**src/rtl/truth_table_sequencer.sv**
```systemverilog
// Sweeps every input vector of a combinational gate, samples its output
// after a settle time and scores it against a truth table latched at start.
module truth_table_sequencer #(
    parameter int N_IN          = 3,
    parameter int SETTLE_CYCLES = 4
) (
    input  logic                i_clk,
    input  logic                i_rst_n,
    input  logic                i_start,
    input  logic [2**N_IN-1:0]  i_tt,
    input  logic                i_dut_out,
    output logic [N_IN-1:0]     o_vec,
    output logic                o_busy,
    output logic                o_done,
    output logic                o_pass,
    output logic [N_IN:0]       o_err_cnt,
    output logic [N_IN-1:0]     o_fail_vec
);

    localparam int NV = 2**N_IN;
    localparam int CW = (SETTLE_CYCLES > 1) ? $clog2(SETTLE_CYCLES) : 1;
    localparam logic [CW-1:0]   CNT_LAST = CW'(SETTLE_CYCLES - 1);
    localparam logic [N_IN-1:0] VEC_LAST = {N_IN{1'b1}};

    typedef enum logic [1:0] {
        IDLE,
        SETTLE,
        CHECK,
        DONE
    } state_t;

    state_t state;
    state_t next_state;

    logic [NV-1:0]   tt_q;
    logic [NV-1:0]   tt_d;
    logic [CW-1:0]   cnt_q;
    logic [CW-1:0]   cnt_d;
    logic [N_IN-1:0] vec_q;
    logic [N_IN-1:0] vec_d;
    logic [N_IN-1:0] fail_q;
    logic [N_IN-1:0] fail_d;
    logic [N_IN:0]   err_q;
    logic [N_IN:0]   err_d;
    logic            busy_q;
    logic            busy_d;
    logic            done_q;
    logic            done_d;
    logic            pass_q;
    logic            pass_d;
    logic            mismatch;

    assign mismatch = (i_dut_out != tt_q[vec_q]);

    always_ff @(posedge i_clk or negedge i_rst_n) begin
        if (!i_rst_n) begin
            state <= IDLE;
        end else begin
            state <= next_state;
        end
    end

    always_comb begin
        next_state = state;
        unique case (state)
            IDLE: begin
                if (i_start) begin
                    next_state = SETTLE;
                end
            end
            SETTLE: begin
                if (cnt_q == CNT_LAST) begin
                    next_state = CHECK;
                end
            end
            CHECK: begin
                if (vec_q == VEC_LAST) begin
                    next_state = DONE;
                end else begin
                    next_state = SETTLE;
                end
            end
            DONE: begin
                next_state = IDLE;
            end
        endcase
    end

    always_comb begin
        tt_d   = tt_q;
        cnt_d  = cnt_q;
        vec_d  = vec_q;
        fail_d = fail_q;
        err_d  = err_q;
        busy_d = busy_q;
        done_d = 1'b0;
        pass_d = pass_q;
        unique case (state)
            IDLE: begin
                vec_d  = '0;
                busy_d = 1'b0;
                if (i_start) begin
                    tt_d   = i_tt;
                    cnt_d  = '0;
                    err_d  = '0;
                    fail_d = '0;
                    pass_d = 1'b0;
                    busy_d = 1'b1;
                end
            end
            SETTLE: begin
                if (cnt_q == CNT_LAST) begin
                    cnt_d = '0;
                end else begin
                    cnt_d = cnt_q + 1'b1;
                end
            end
            CHECK: begin
                if (mismatch) begin
                    err_d = err_q + 1'b1;
                    if (err_q == '0) begin
                        fail_d = vec_q;
                    end
                end
                if (vec_q == VEC_LAST) begin
                    // Verdict folds in the final vector so it is valid with o_done.
                    done_d = 1'b1;
                    pass_d = (err_q == '0) && !mismatch;
                end else begin
                    vec_d = vec_q + 1'b1;
                    cnt_d = '0;
                end
            end
            DONE: begin
                vec_d  = '0;
                busy_d = 1'b0;
            end
        endcase
    end

    always_ff @(posedge i_clk or negedge i_rst_n) begin
        if (!i_rst_n) begin
            tt_q   <= '0;
            cnt_q  <= '0;
            vec_q  <= '0;
            fail_q <= '0;
            err_q  <= '0;
            busy_q <= 1'b0;
            done_q <= 1'b0;
            pass_q <= 1'b0;
        end else begin
            tt_q   <= tt_d;
            cnt_q  <= cnt_d;
            vec_q  <= vec_d;
            fail_q <= fail_d;
            err_q  <= err_d;
            busy_q <= busy_d;
            done_q <= done_d;
            pass_q <= pass_d;
        end
    end

    assign o_vec      = vec_q;
    assign o_busy     = busy_q;
    assign o_done     = done_q;
    assign o_pass     = pass_q;
    assign o_err_cnt  = err_q;
    assign o_fail_vec = fail_q;

endmodule

```
**config.mk**
```make
export PLATFORM = sky130hd
export DESIGN_NAME = truth_table_sequencer
export DESIGN_NICKNAME = d
export VERILOG_FILES = /design/src/rtl/truth_table_sequencer.sv
export SDC_FILE = /design/constraint.sdc
export NUM_CORES = 1
export LEC_CHECK = 0
export BUFFER_PORTS_ARGS = -buffer_cell sky130_fd_sc_hd__clkbuf_2
export CORE_MARGIN = 2
export CORE_UTILIZATION = 35
export CTS_BUF_LIST = sky130_fd_sc_hd__clkbuf_8
export DETAILED_ROUTE_END_ITERATION = 12
export GPL_ROUTABILITY_DRIVEN = 0
export GPL_TIMING_DRIVEN = 0
export PLACE_DENSITY_LB_ADDON = 0.12
export RECOVER_POWER = 50
export SLEW_MARGIN = 5
export SYNTH_ARGS = -nofsm -noshare
export SYNTH_HDL_FRONTEND = slang
export SYNTH_SLANG_ARGS = --single-unit
export TNS_END_PERCENT = 50
```
**constraint.sdc**
```tcl
create_clock -name i_clk -period 2.8 [get_ports i_clk]
set_input_delay 0 -clock i_clk [delete_from_list [all_inputs] [get_ports i_clk]]
set_output_delay 0 -clock i_clk [all_outputs]
set_load 0.005 [all_outputs]
```
==> summary.txt, run 1 <==
Synth
  • Post-synth top area share: 46.34%
  • Simple-gate portion of the synthesized area: 13.81%
  • Ys flop type: dfrtp_1
  • Synth Area in Adders: 8.341%
  • Syn Nets: 147
  • Ys Warns: 0
  • Post-synth EDFFs: 0
  • Register area share after synthesis: 46.34%
  • Synth area leaders: dfrtp_1 (46%), ha_1 (8.3%), mux2_2 (8.3%)
  • Combinational family with the most area after synthesis: simple AND/OR/NAND/NOR gates
  • Multiplexer area fraction after synthesis: 12.97%
  • Syn Area/Cell: 10.71 um2
  • Netlist cell types: 31
  • Cell count after synthesis: 126
  • Most instantiated cells after synthesis: dfrtp_1 (25), mux2_2 (10), nand2_1 (10), nand3_1 (10)
  • Post-synthesis register bit count: 25
  • Post-synth ARST share: 100.0%
  • Synth Cell Area: 1350 um2
  • Xor/xnor share of the synthesized area: 1.205%
  • Leading area contributor after synthesis: dfrtp_1
  • Compound-Gate Fraction of Synth Area: 12.33%
  • Most frequent cell after synthesis: dfrtp_1

Critical path
  • R2R cell count: 6
  • CP cell instances: inv_1 -> ha_1 -> inv_1 -> o21ai_0 -> o21ai_1 -> mux2_2
  • Arrival @ worst endpoint: 2.23 ns
  • Bufs and invs on worst path: 2
  • Cell family with most CP delay: compound AO/OA/AOI/OAI gates
  • FF-to-FF setup slack: 0.72 ns
  • WS Path Type: register to register
  • CP max stage cell: o21ai_0
  • CP startpoint kind: register
  • Data required, critical path: 2.95 ns
  • CP Max Fanout: 7
  • Cell repeated most along the worst path: inv_1
  • Critical Path Stages: 6
  • Critical path endpoint category: register
  • Crit-path max cell delay: 0.62 ns

Power
  • Pwr dens: 872.4 nW/um2
  • Reg power frac: 38.6%
  • Clk pwr share: 14.2%
  • Part of the power in combinational logic: 47.2%
  • Leakage power: 0.0007968 uW
  • IR Drop Worst-Case VDD: 0.0003178 V
  • Net switching power: 556.8 uW
  • Net Sw Frac: 38.16%
  • Internal power: 902.5 uW

Clock tree
  • Post-CTS Hold Buffers: 10
  • Post-cts resize count: 0
  • Max clock buf depth: 2
  • Root buffer cell: clkbuf_8
  • Cts bufs inserted: 3
  • Clk slew on worst S/H paths: 0.09 ns
  • Clock Latency Late Sink: 0.26 ns
  • CTS H-tree depth: 1
  • Postcts setup bufs: 0
  • CTS tree: done
  • Clock sink count: 25

Worst hold path
  • Worst hold path type: input pin to register
  • WHS Path Cells: 4

Timing
  • Endpoints failing hold: 0
  • Setup TNS Final: 0 ns
  • # setup viols final: 0
  • Fin crit period: 2.079 ns
  • Period utilization: 74.26%
  • Worst slew margin: 10.47%
  • Max frequency: 481.0 MHz
  • RSZ-0062 raised after global routing: false
  • Pins Over Slew Limit: 0
  • Slew @ Worst Pin: 1.343 ns
  • Max Clock Skew: 0.005800 ns
  • Worst setup margin: 0.7208 ns

Routing
  • TritonRoute pass-1 iters: 4
  • Via count: 1,042
  • # DRC: 0
  • Drt wl/cell: 12.67 um
  • Antenna viol nets, final: 0
  • DRT iter0 DRCs: 90
  • Routed WL: 2.686 mm
  • Vias per inst: 4.915

GRT
  • Largest net degree at the start of global routing: 26
  • Vias in the first global route: 1,080
  • Gr usage total: 14.54%
  • Total grt overflow: 0
  • First-pass GRT wire length: 4.809 mm
  • Initial antenna violation count: 0

Floorplanning
  • Core ar.: 3689 um2
  • Initial Utilization: 36.60%
  • Row count: 22
  • Top-level port count: 25
  • Die Span Y: 66.11 um
  • Die area: 4370 um2
  • Overall die width: 66.11 um

Flow run
  • Max_cap viols: 0

Cells and area
  • # diodes: 0
  • Layout fillers: 365
  • Final nets: 186
  • Fraction of layout cells with a size suffix above 1: 26.83%
  • Synth-to-layout area growth: 23.91%

Place
  • DP Worst Slack: 0.7494 ns
  • HPWL Detailed: 1.937 mm
  • Port Buf Inserts: 24

Run status
  • Status: completed
worst reg2reg max path: stages, from the launching register on:
cell and delay [ns]:
dfrtp_1 0.44, inv_1 0.10, ha_1 0.17, inv_1 0.11
o21ai_0 0.62, o21ai_1 0.21, mux2_2 0.31
worst paths after layout:
path / from / to
worst max register to register: state[0] / o_err_cnt[0]
min in group asynchronous: i_rst_n / o_done
worst min register to register: o_busy / o_busy
max in group asynchronous: i_rst_n / o_err_cnt[0]
worst max-delay path: state[0] / o_err_cnt[0]
worst min-delay path: i_dut_out / o_err_cnt[3]
logic make-up (layout without fill, tap and decap cells):
logic type / after synthesis / in the layout
buffers and inverters: 14 / 52
muxes: 15 / 15
DFF: 25 / 25
and+or+nand+nor: 37 / 37
adders and majority gates: 9 / 9
xor gates and xnor gates: 1 / 1
AOI/OAI and AO/OA: 25 / 25
power groups by stage:
stage / sequential, uW / clock, uW / combinational (uW)
final: 563 / 207 / 689
after global routing: 579 / 240 / 781
after CTS: 564 / 218 / 697
after detailed placement: 572 / 0 / 682
after global placement: 562 / 0 / 673
after floorplan: 552 / 0 / 522
stage by stage:
step                util [%]  cell area [um2]  power [uW]  cells  hold WS (ns)
floorplan                  -             1350        1074    126       -0.2956
global placement       41.49             1530        1235    198       0.04754
detailed placement     41.49             1530        1254    198       0.05265
CTS                    45.42             1675        1479    212        0.2468
global route           45.35             1673        1600    212        0.2495
finish                 45.35             1673        1459    212        0.2501
cell type report:
cell class                 count  area, um2  share of cell area, %
multi-input combinational     87      656.9                  39.27
tap                           48      60.06                  3.590
sequential                    25      625.6                  37.40
buffer                         5      33.78                  2.019
timing repair buffer          34      217.7                  13.01
inverter                       9      33.78                  2.019
clock inverter                 1      3.754                 0.2244
clock buffer                   3      41.29                  2.468
state kept, by name, indices dropped and copies added (netlist names), 2 cells and up:
name / cells
tt_q: 8
o_err_cnt: 4
o_fail_vec: 3
o_vec: 3
cnt_q: 2
state: 2
routing by layer:
layer | routed length (um) | share of wire (%) | vias to the layer above | track usage [%]
met4 | 23 | 0.86 | 0 | 5.867
met1 | 1266 | 47 | 496 | 18.34
met5 | 0 | 0 | - | 0
met2 | 1288 | 48 | 23 | 24.50
li1 | - | - | 521 | -
met3 | 107 | 4.0 | 2 | 2.555
cells in the final DEF, fill, tap and decap left out:
master,synthesis,routed
dfrtp_1,25,25
clkbuf_2,0,22
inv_1,9,10
nand3_1,10,10
nand2_1,10,10
mux2_2,10,10
dlygate4sd3_1,0,10
ha_1,9,9
o21ai_0,8,8
clkbuf_1,3,5
nor3_1,4,4
nor2_1,4,4
a21oi_1,4,4
mux2i_1,4,4
a22o_1,3,3
a21o_1,3,3
clkbuf_8,0,3
nor2b_1,2,2
buf_6,2,2
and3_2,2,2
and2_1,1,1
mux4_2,1,1
xnor2_2,1,1
a31oi_1,1,1
a41o_1,1,1
and3_1,1,1
o21ai_1,1,1
o32a_1,1,1
a22o_2,1,1
o21a_1,1,1
nor3b_1,1,1
a21oi_2,1,1
nor3_2,1,1
nand2b_1,1,1
Power figures use the tool's default switching activity.
==> inputs of run 2 (changes only) <==
--- a/config.mk
+++ b/config.mk
@@ -5,6 +5,7 @@
 export SDC_FILE = /design/constraint.sdc
 export NUM_CORES = 1
 export LEC_CHECK = 0
+export ABC_AREA = 1
 export BUFFER_PORTS_ARGS = -buffer_cell sky130_fd_sc_hd__clkbuf_2
 export CORE_MARGIN = 2
 export CORE_UTILIZATION = 35
==> constraint.sdc (replaced) <==
create_clock -name i_clk -period 1.76 [get_ports i_clk]
set_input_delay 0 -clock i_clk [delete_from_list [all_inputs] [get_ports i_clk]]
set_output_delay 0 -clock i_clk [all_outputs]
set_load 0.005 [all_outputs]
==> run 2 against run 1 <==
Effect of this change:
- non-clock buffer count down 4
- critical path type unchanged
- critical endpoint is now cnt_q[0]
- largest cell class is now sequential cells
- first-iteration DRC count down 48%
- highest routed layer unchanged
- global-route usage shrank 1.1 points
==> summary.txt, run 2 <==
Timing
  • Fin crit period: 1.640 ns
  • Max Clock Skew: 0.003469 ns
  • # setup viols final: 0
  • Slew @ Worst Pin: 0.6504 ns
  • Worst slew margin: 56.64%
  • Max frequency: 609.8 MHz
  • Setup TNS Final: 0 ns
  • Period utilization: 93.17%
  • RSZ-0062 raised after global routing: false
  • Pins Over Slew Limit: 0
  • Endpoints failing hold: 0

Power
  • Net switching power: 900.8 uW
  • Leakage power: 0.0008839 uW
  • Internal power: 1276 uW
  • IR Drop Worst-Case VDD: 0.0006071 V
  • Clk pwr share: 15.3%
  • Part of the power in combinational logic: 45.4%
  • Pwr dens: 1309 nW/um2
  • Net Sw Frac: 41.38%
  • Reg power frac: 39.4%

Synth
  • Post-synth ARST share: 100.0%
  • Register area share after synthesis: 46.73%
  • Simple-gate portion of the synthesized area: 26.26%
  • Post-synthesis register bit count: 25
  • Post-synth top area share: 46.73%
  • Most instantiated cells after synthesis: nand2_1 (38), dfrtp_1 (25), inv_1 (25)
  • Netlist cell types: 21
  • Leading area contributor after synthesis: dfrtp_1
  • Synth area leaders: dfrtp_1 (47%), nand2_1 (11%), ha_1 (8.4%)
  • Ys Warns: 0
  • Ys flop type: dfrtp_1
  • Cell count after synthesis: 162
  • Compound-Gate Fraction of Synth Area: 10.47%
  • Xor/xnor share of the synthesized area: 0%
  • Multiplexer area fraction after synthesis: 0%
  • Combinational family with the most area after synthesis: simple AND/OR/NAND/NOR gates
  • Post-synth EDFFs: 0
  • Synth Area in Adders: 8.411%
  • Syn Area/Cell: 8.264 um2
  • Syn Nets: 183
  • Most frequent cell after synthesis: nand2_1
  • Synth Cell Area: 1339 um2

Critical path
  • FF-to-FF setup slack: 0.12 ns
  • WS Path Type: register to register
  • CP Max Fanout: 10
  • CP startpoint kind: register
  • CP cell instances: inv_1 -> ha_1 -> buf_4 -> nand2_1 -> inv_1 -> nor3_4 -> o21ai_0 -> o21a_1
  • Critical path endpoint category: register
  • R2R cell count: 8
  • RR Endpoint: cnt_q[0]
  • CP max stage cell: dfrtp_1
  • Cell repeated most along the worst path: inv_1
  • Bufs and invs on worst path: 3
  • Reg-to-Reg Start: state[0]
  • Arrival @ worst endpoint: 1.80 ns
  • Crit-path max cell delay: 0.40 ns
  • Cell family with most CP delay: flip-flops
  • Data required, critical path: 1.92 ns

Clock tree
  • CTS H-tree depth: 1
  • Postcts setup bufs: 0
  • Clock Latency Late Sink: 0.27 ns
  • Root buffer cell: clkbuf_8
  • Clock sink count: 25
  • Cts bufs inserted: 3
  • Clk slew on worst S/H paths: 0.09 ns
  • CTS tree: done
  • Max clock buf depth: 2

Cells and area
  • Final instance area: 1663 um2
  • Final nets: 221
  • Biggest register: tt_q
  • # diodes: 0
  • Commonest non-fill, non-tap cell in the layout: nand2_1
  • Synth-to-layout area growth: 24.21%
  • Layout fillers: 373
  • Max FFs per register: 8
  • Most frequent cells in the layout: nand2_1 (38), inv_1 (26), dfrtp_1 (24)
  • Fraction of layout cells with a size suffix above 1: 20.10%

Routing
  • Drt wl/cell: 10.60 um
  • DRT iter0 DRCs: 47
  • Vias per inst: 4.498
  • TritonRoute pass-1 iters: 4
  • # DRC: 0
  • Antenna viol nets, final: 0
  • Via count: 1,111
  • Routed WL: 2.619 mm

Floorplanning
  • Initial Utilization: 36.57%
  • Row count: 22
  • Die area: 4336 um2
  • Overall die width: 65.85 um
  • Core ar.: 3661 um2
  • Top-level port count: 25
  • Die Span Y: 65.85 um

Worst hold path
  • Worst hold endpoint: o_busy
  • WHS Path Cells: 3
  • Worst hold path type: input pin to register
  • Hold Startpoint: i_start

GRT
  • Largest net degree at the start of global routing: 26
  • First-pass GRT wire length: 4.595 mm
  • Vias in the first global route: 1,087
  • Gr usage total: 13.47%
  • Initial antenna violation count: 0
  • Total grt overflow: 0

Run status
  • Status: completed

Flow run
  • Max_cap viols: 0

Place
  • HPWL Detailed: 1.984 mm
  • Port Buf Inserts: 24
  • Placed Area: 1519 um2
-- run 2: cell count changes in the layout (fill, tap and decap cells not counted), moves of 4 or more --
cell	delta
nor3_1	-4
nand3_2	+4
a21oi_1	+6
o21ai_1	+4
nand4_1	+4
mux2i_1	-4
mux2_2	-10
inv_1	+16
nand3_1	-4
nor2_1	+10
nand2_1	+28
-- run 2: metal layers --
| layer | vias up | track usage [%] | part of all wire [%] |
|---|---|---|---|
| met5 | - | 0 | 0 |
| met4 | 0 | 5.208 | 1.4 |
| met3 | 5 | 1.704 | 3.0 |
| met2 | 21 | 23.23 | 47 |
| met1 | 498 | 17.04 | 48 |
| li1 | 587 | - | - |
-- run 2: metrics by stage --
stage               setup slack, ns  hold WS [ns]  utilization (%)  instances  total power, uW
floorplan                    0.2591       -0.2956                -        162             1574
global placement            0.03980       0.05019            41.49        234             1804
detailed placement         0.008241       0.05689            41.49        234             1831
CTS                         0.03799     0.0008623            45.25        247             2200
global route                0.01439       0.01940            45.42        247             2396
finish                       0.1202      0.005605            45.42        247             2177
-- run 2: repair_timing --
action,in CTS,in global routing
hold buffers,9,0
gates resized for setup,1,2
endpoints found under the setup margin,1,1
hold endpoints to repair,33,0
-- run 2: cells by family (layout without fill, tap and decap cells) --
group,Yosys count,after routing
adder cells (fa/ha/maj),9,9
flip-flops,25,25
buffers and inverters,28,65
AND/OR/NAND/NOR,73,73
AO/OA/AOI/OAI,27,27
-- run 2: power by group through the flow --
stage	logic, uW	clock network, uW	registers [uW]
2_1_floorplan	725	0	849
3_3_place_gp	945	0	860
3_5_place_dp	961	0	869
4_1_cts	993	350	857
5_1_grt	1150	370	878
6_report	988	332	857
-- run 2: worst max path at each step --
stage	cells past startpoint	endpoint	from	slack (ns)
2_1_floorplan	8	o_fail_vec[0]	state[0]	0.26
3_3_place_gp	8	o_fail_vec[0]	state[0]	0.04
3_5_place_dp	8	o_fail_vec[1]	state[0]	0.008
4_1_cts	7	cnt_q[0]	o_vec[0]	0.04
5_1_grt	6	tt_q[2]	state[0]	0.01
6_report	8	cnt_q[0]	state[0]	0.12
-- run 2: final cells by class --
class	count	area [um2]	area share, %
well taps	48	60.06	3.612
multi-input cells	109	613.1	36.87
repair buffers	33	209.0	12.57
plain buffers	2	11.26	0.6772
clock buffers	3	41.29	2.483
clock inverters	1	3.754	0.2257
flip-flops and latches	25	626.9	37.70
inverters	26	97.59	5.869
-- run 2: worst min-delay path, cell delays in order --
cell and delay, ns:
clkbuf_2 0.11, nand2_1 0.06, o21ai_0 0.06
==> inputs of run 3 (changes only) <==
--- a/config.mk
+++ b/config.mk
@@ -9,7 +9,6 @@
 export BUFFER_PORTS_ARGS = -buffer_cell sky130_fd_sc_hd__clkbuf_2
 export CORE_MARGIN = 2
 export CORE_UTILIZATION = 35
-export CTS_BUF_LIST = sky130_fd_sc_hd__clkbuf_8
 export DETAILED_ROUTE_END_ITERATION = 12
 export GPL_ROUTABILITY_DRIVEN = 0
 export GPL_TIMING_DRIVEN = 0
==> run 3 against run 2 <==
Effect of this change:
- via count unchanged
- register-to-register slack barely moved
- routed wire length is 0.11% lower
- hold slack barely moved
- cell count unchanged
- first-iteration DRC count did not move
- total power rose by 0.26%
- clock skew about the same
- maximum frequency about the same
==> summary.txt, run 3 (synthesis results as in run 2) <==
Clock tree
  • Clock Latency Late Sink: 0.27 ns
  • Postcts setup bufs: 0
  • Clk slew on worst S/H paths: 0.08 ns
  • CTS tree: done
  • Max clock buf depth: 2
  • Clock sink count: 25
  • Root buffer cell: clkbuf_8
  • Cts bufs inserted: 3
  • CTS H-tree depth: 1

Critical path
  • Critical path endpoint category: register
  • FF-to-FF setup slack: 0.12 ns
  • CP startpoint kind: register
  • WS Path Type: register to register
  • R2R cell count: 8
  • CP Max Fanout: 10
  • Setup crit start: state[0]
  • Reg-to-Reg Start: state[0]
  • Cell repeated most along the worst path: inv_1
  • CP max stage cell: dfrtp_1
  • CP cell instances: inv_1 -> ha_1 -> buf_4 -> nand2_1 -> inv_1 -> nor3_4 -> o21ai_0 -> o21a_1
  • Critical Path End: cnt_q[0]
  • Crit-path max cell delay: 0.40 ns
  • RR Endpoint: cnt_q[0]
  • Arrival @ worst endpoint: 1.80 ns
  • Data required, critical path: 1.92 ns

Power
  • Pwr Total: 2183 uW
  • Leakage power: 0.0008798 uW
  • Pwr dens: 1313 nW/um2
  • IR Drop Worst-Case VDD: 0.0006120 V

Place
  • DP Worst Slack: 0.008241 ns
  • HPWL Detailed: 1.984 mm
  • Port Buf Inserts: 24
  • Placed Cells: 234

GRT
  • Largest net degree at the start of global routing: 26
  • Gr usage total: 13.47%
  • Total grt overflow: 0
  • First-pass GRT wire length: 4.595 mm
  • Vias in the first global route: 1,087
  • Initial antenna violation count: 0

Cells and area
  • Post-route insts no fill: 247
  • Max FFs per register: 8
  • Final nets: 221
  • Most frequent cells in the layout: nand2_1 (38), inv_1 (25), dfrtp_1 (24)
  • # diodes: 0
  • Fraction of layout cells with a size suffix above 1: 20.10%
  • Biggest register: tt_q
  • Commonest non-fill, non-tap cell in the layout: nand2_1
  • Synth-to-layout area growth: 24.21%

Routing
  • Routed WL: 2.616 mm
  • Via count: 1,111
  • DRT iter0 DRCs: 47
  • Drt wl/cell: 10.59 um
  • TritonRoute pass-1 iters: 4
  • Antenna viol nets, final: 0
  • Vias per inst: 4.498
  • # DRC: 0

Floorplanning
  • Top-level port count: 25
  • Core ar.: 3661 um2
  • Overall die width: 65.85 um
  • Row count: 22
  • Die area: 4336 um2
  • Die Span Y: 65.85 um
  • Initial Utilization: 36.57%

Timing
  • Slew @ Worst Pin: 0.6512 ns
  • Worst slew margin: 56.59%
  • Max frequency: 609.7 MHz
  • Hold_ws: 0.005718 ns
  • Worst setup margin: 0.1197 ns
  • Fin crit period: 1.640 ns
  • RSZ-0062 raised after global routing: false
  • Period utilization: 93.20%
  • Endpoints failing hold: 0
  • # setup viols final: 0
  • Pins Over Slew Limit: 0
  • Setup TNS Final: 0 ns
  • Max Clock Skew: 0.003369 ns

Run status
  • Status: completed

Flow run
  • Max_cap viols: 0

Worst hold path
  • Worst hold path type: input pin to register
[run 3: worst min path at each step]
stage	start	end	slack, ns	depth (start not counted)
2_1_floorplan	i_rst_n	cnt_q[0]	-0.30	0
3_3_place_gp	i_rst_n	o_err_cnt[1]	0.05	1
3_5_place_dp	i_rst_n	o_err_cnt[1]	0.06	1
4_1_cts	i_start	o_busy	0.001	3
5_1_grt	i_start	o_busy	0.02	3
6_report	i_start	o_busy	0.006	3
[run 3: cell type report]
cell class              instances  area, um2
fillers                       373       1998
flip-flops and latches         25      626.9
multi-input cells             109      613.1
repair buffers                 33      209.0
inverters                      26      97.59
well taps                      48      60.06
clock buffers                   4      45.04
plain buffers                   2      11.26
[run 3: power breakdown]
group	internal, uW	total, uW	switching [uW]
logic	368	988	620
registers	752	856	105
clock network	162	338	176
[run 3: worst max-delay path, delay by kind of cell (launching register included)]
kind	cells	cell delay [ns]
flip-flops	1	0.40
buffers and inverters	3	0.37
AND/OR/NAND/NOR	2	0.30
AO/OA/AOI/OAI	2	0.24
adder cells (fa/ha/maj)	1	0.22
[run 3: metrics by stage]
step	area, um2	utilization [%]
after floorplan	1339	-
after global placement	1519	41.49
after detailed placement	1519	41.49
after CTS	1657	45.25
after global routing	1663	45.42
final	1663	45.42
[run 3: metal layers]
layer	GRT usage (%)	wire [um]
met3	1.704	79
met5	0	0
met4	5.208	36
met1	17.04	1255
met2	23.23	1245
[run 3: what timing repair did]
action	CTS	global route
gates resized for setup	1	2
endpoints found under the setup margin	1	1
hold buffers	9	0
pin swaps	0	0
hold endpoints to repair	33	0
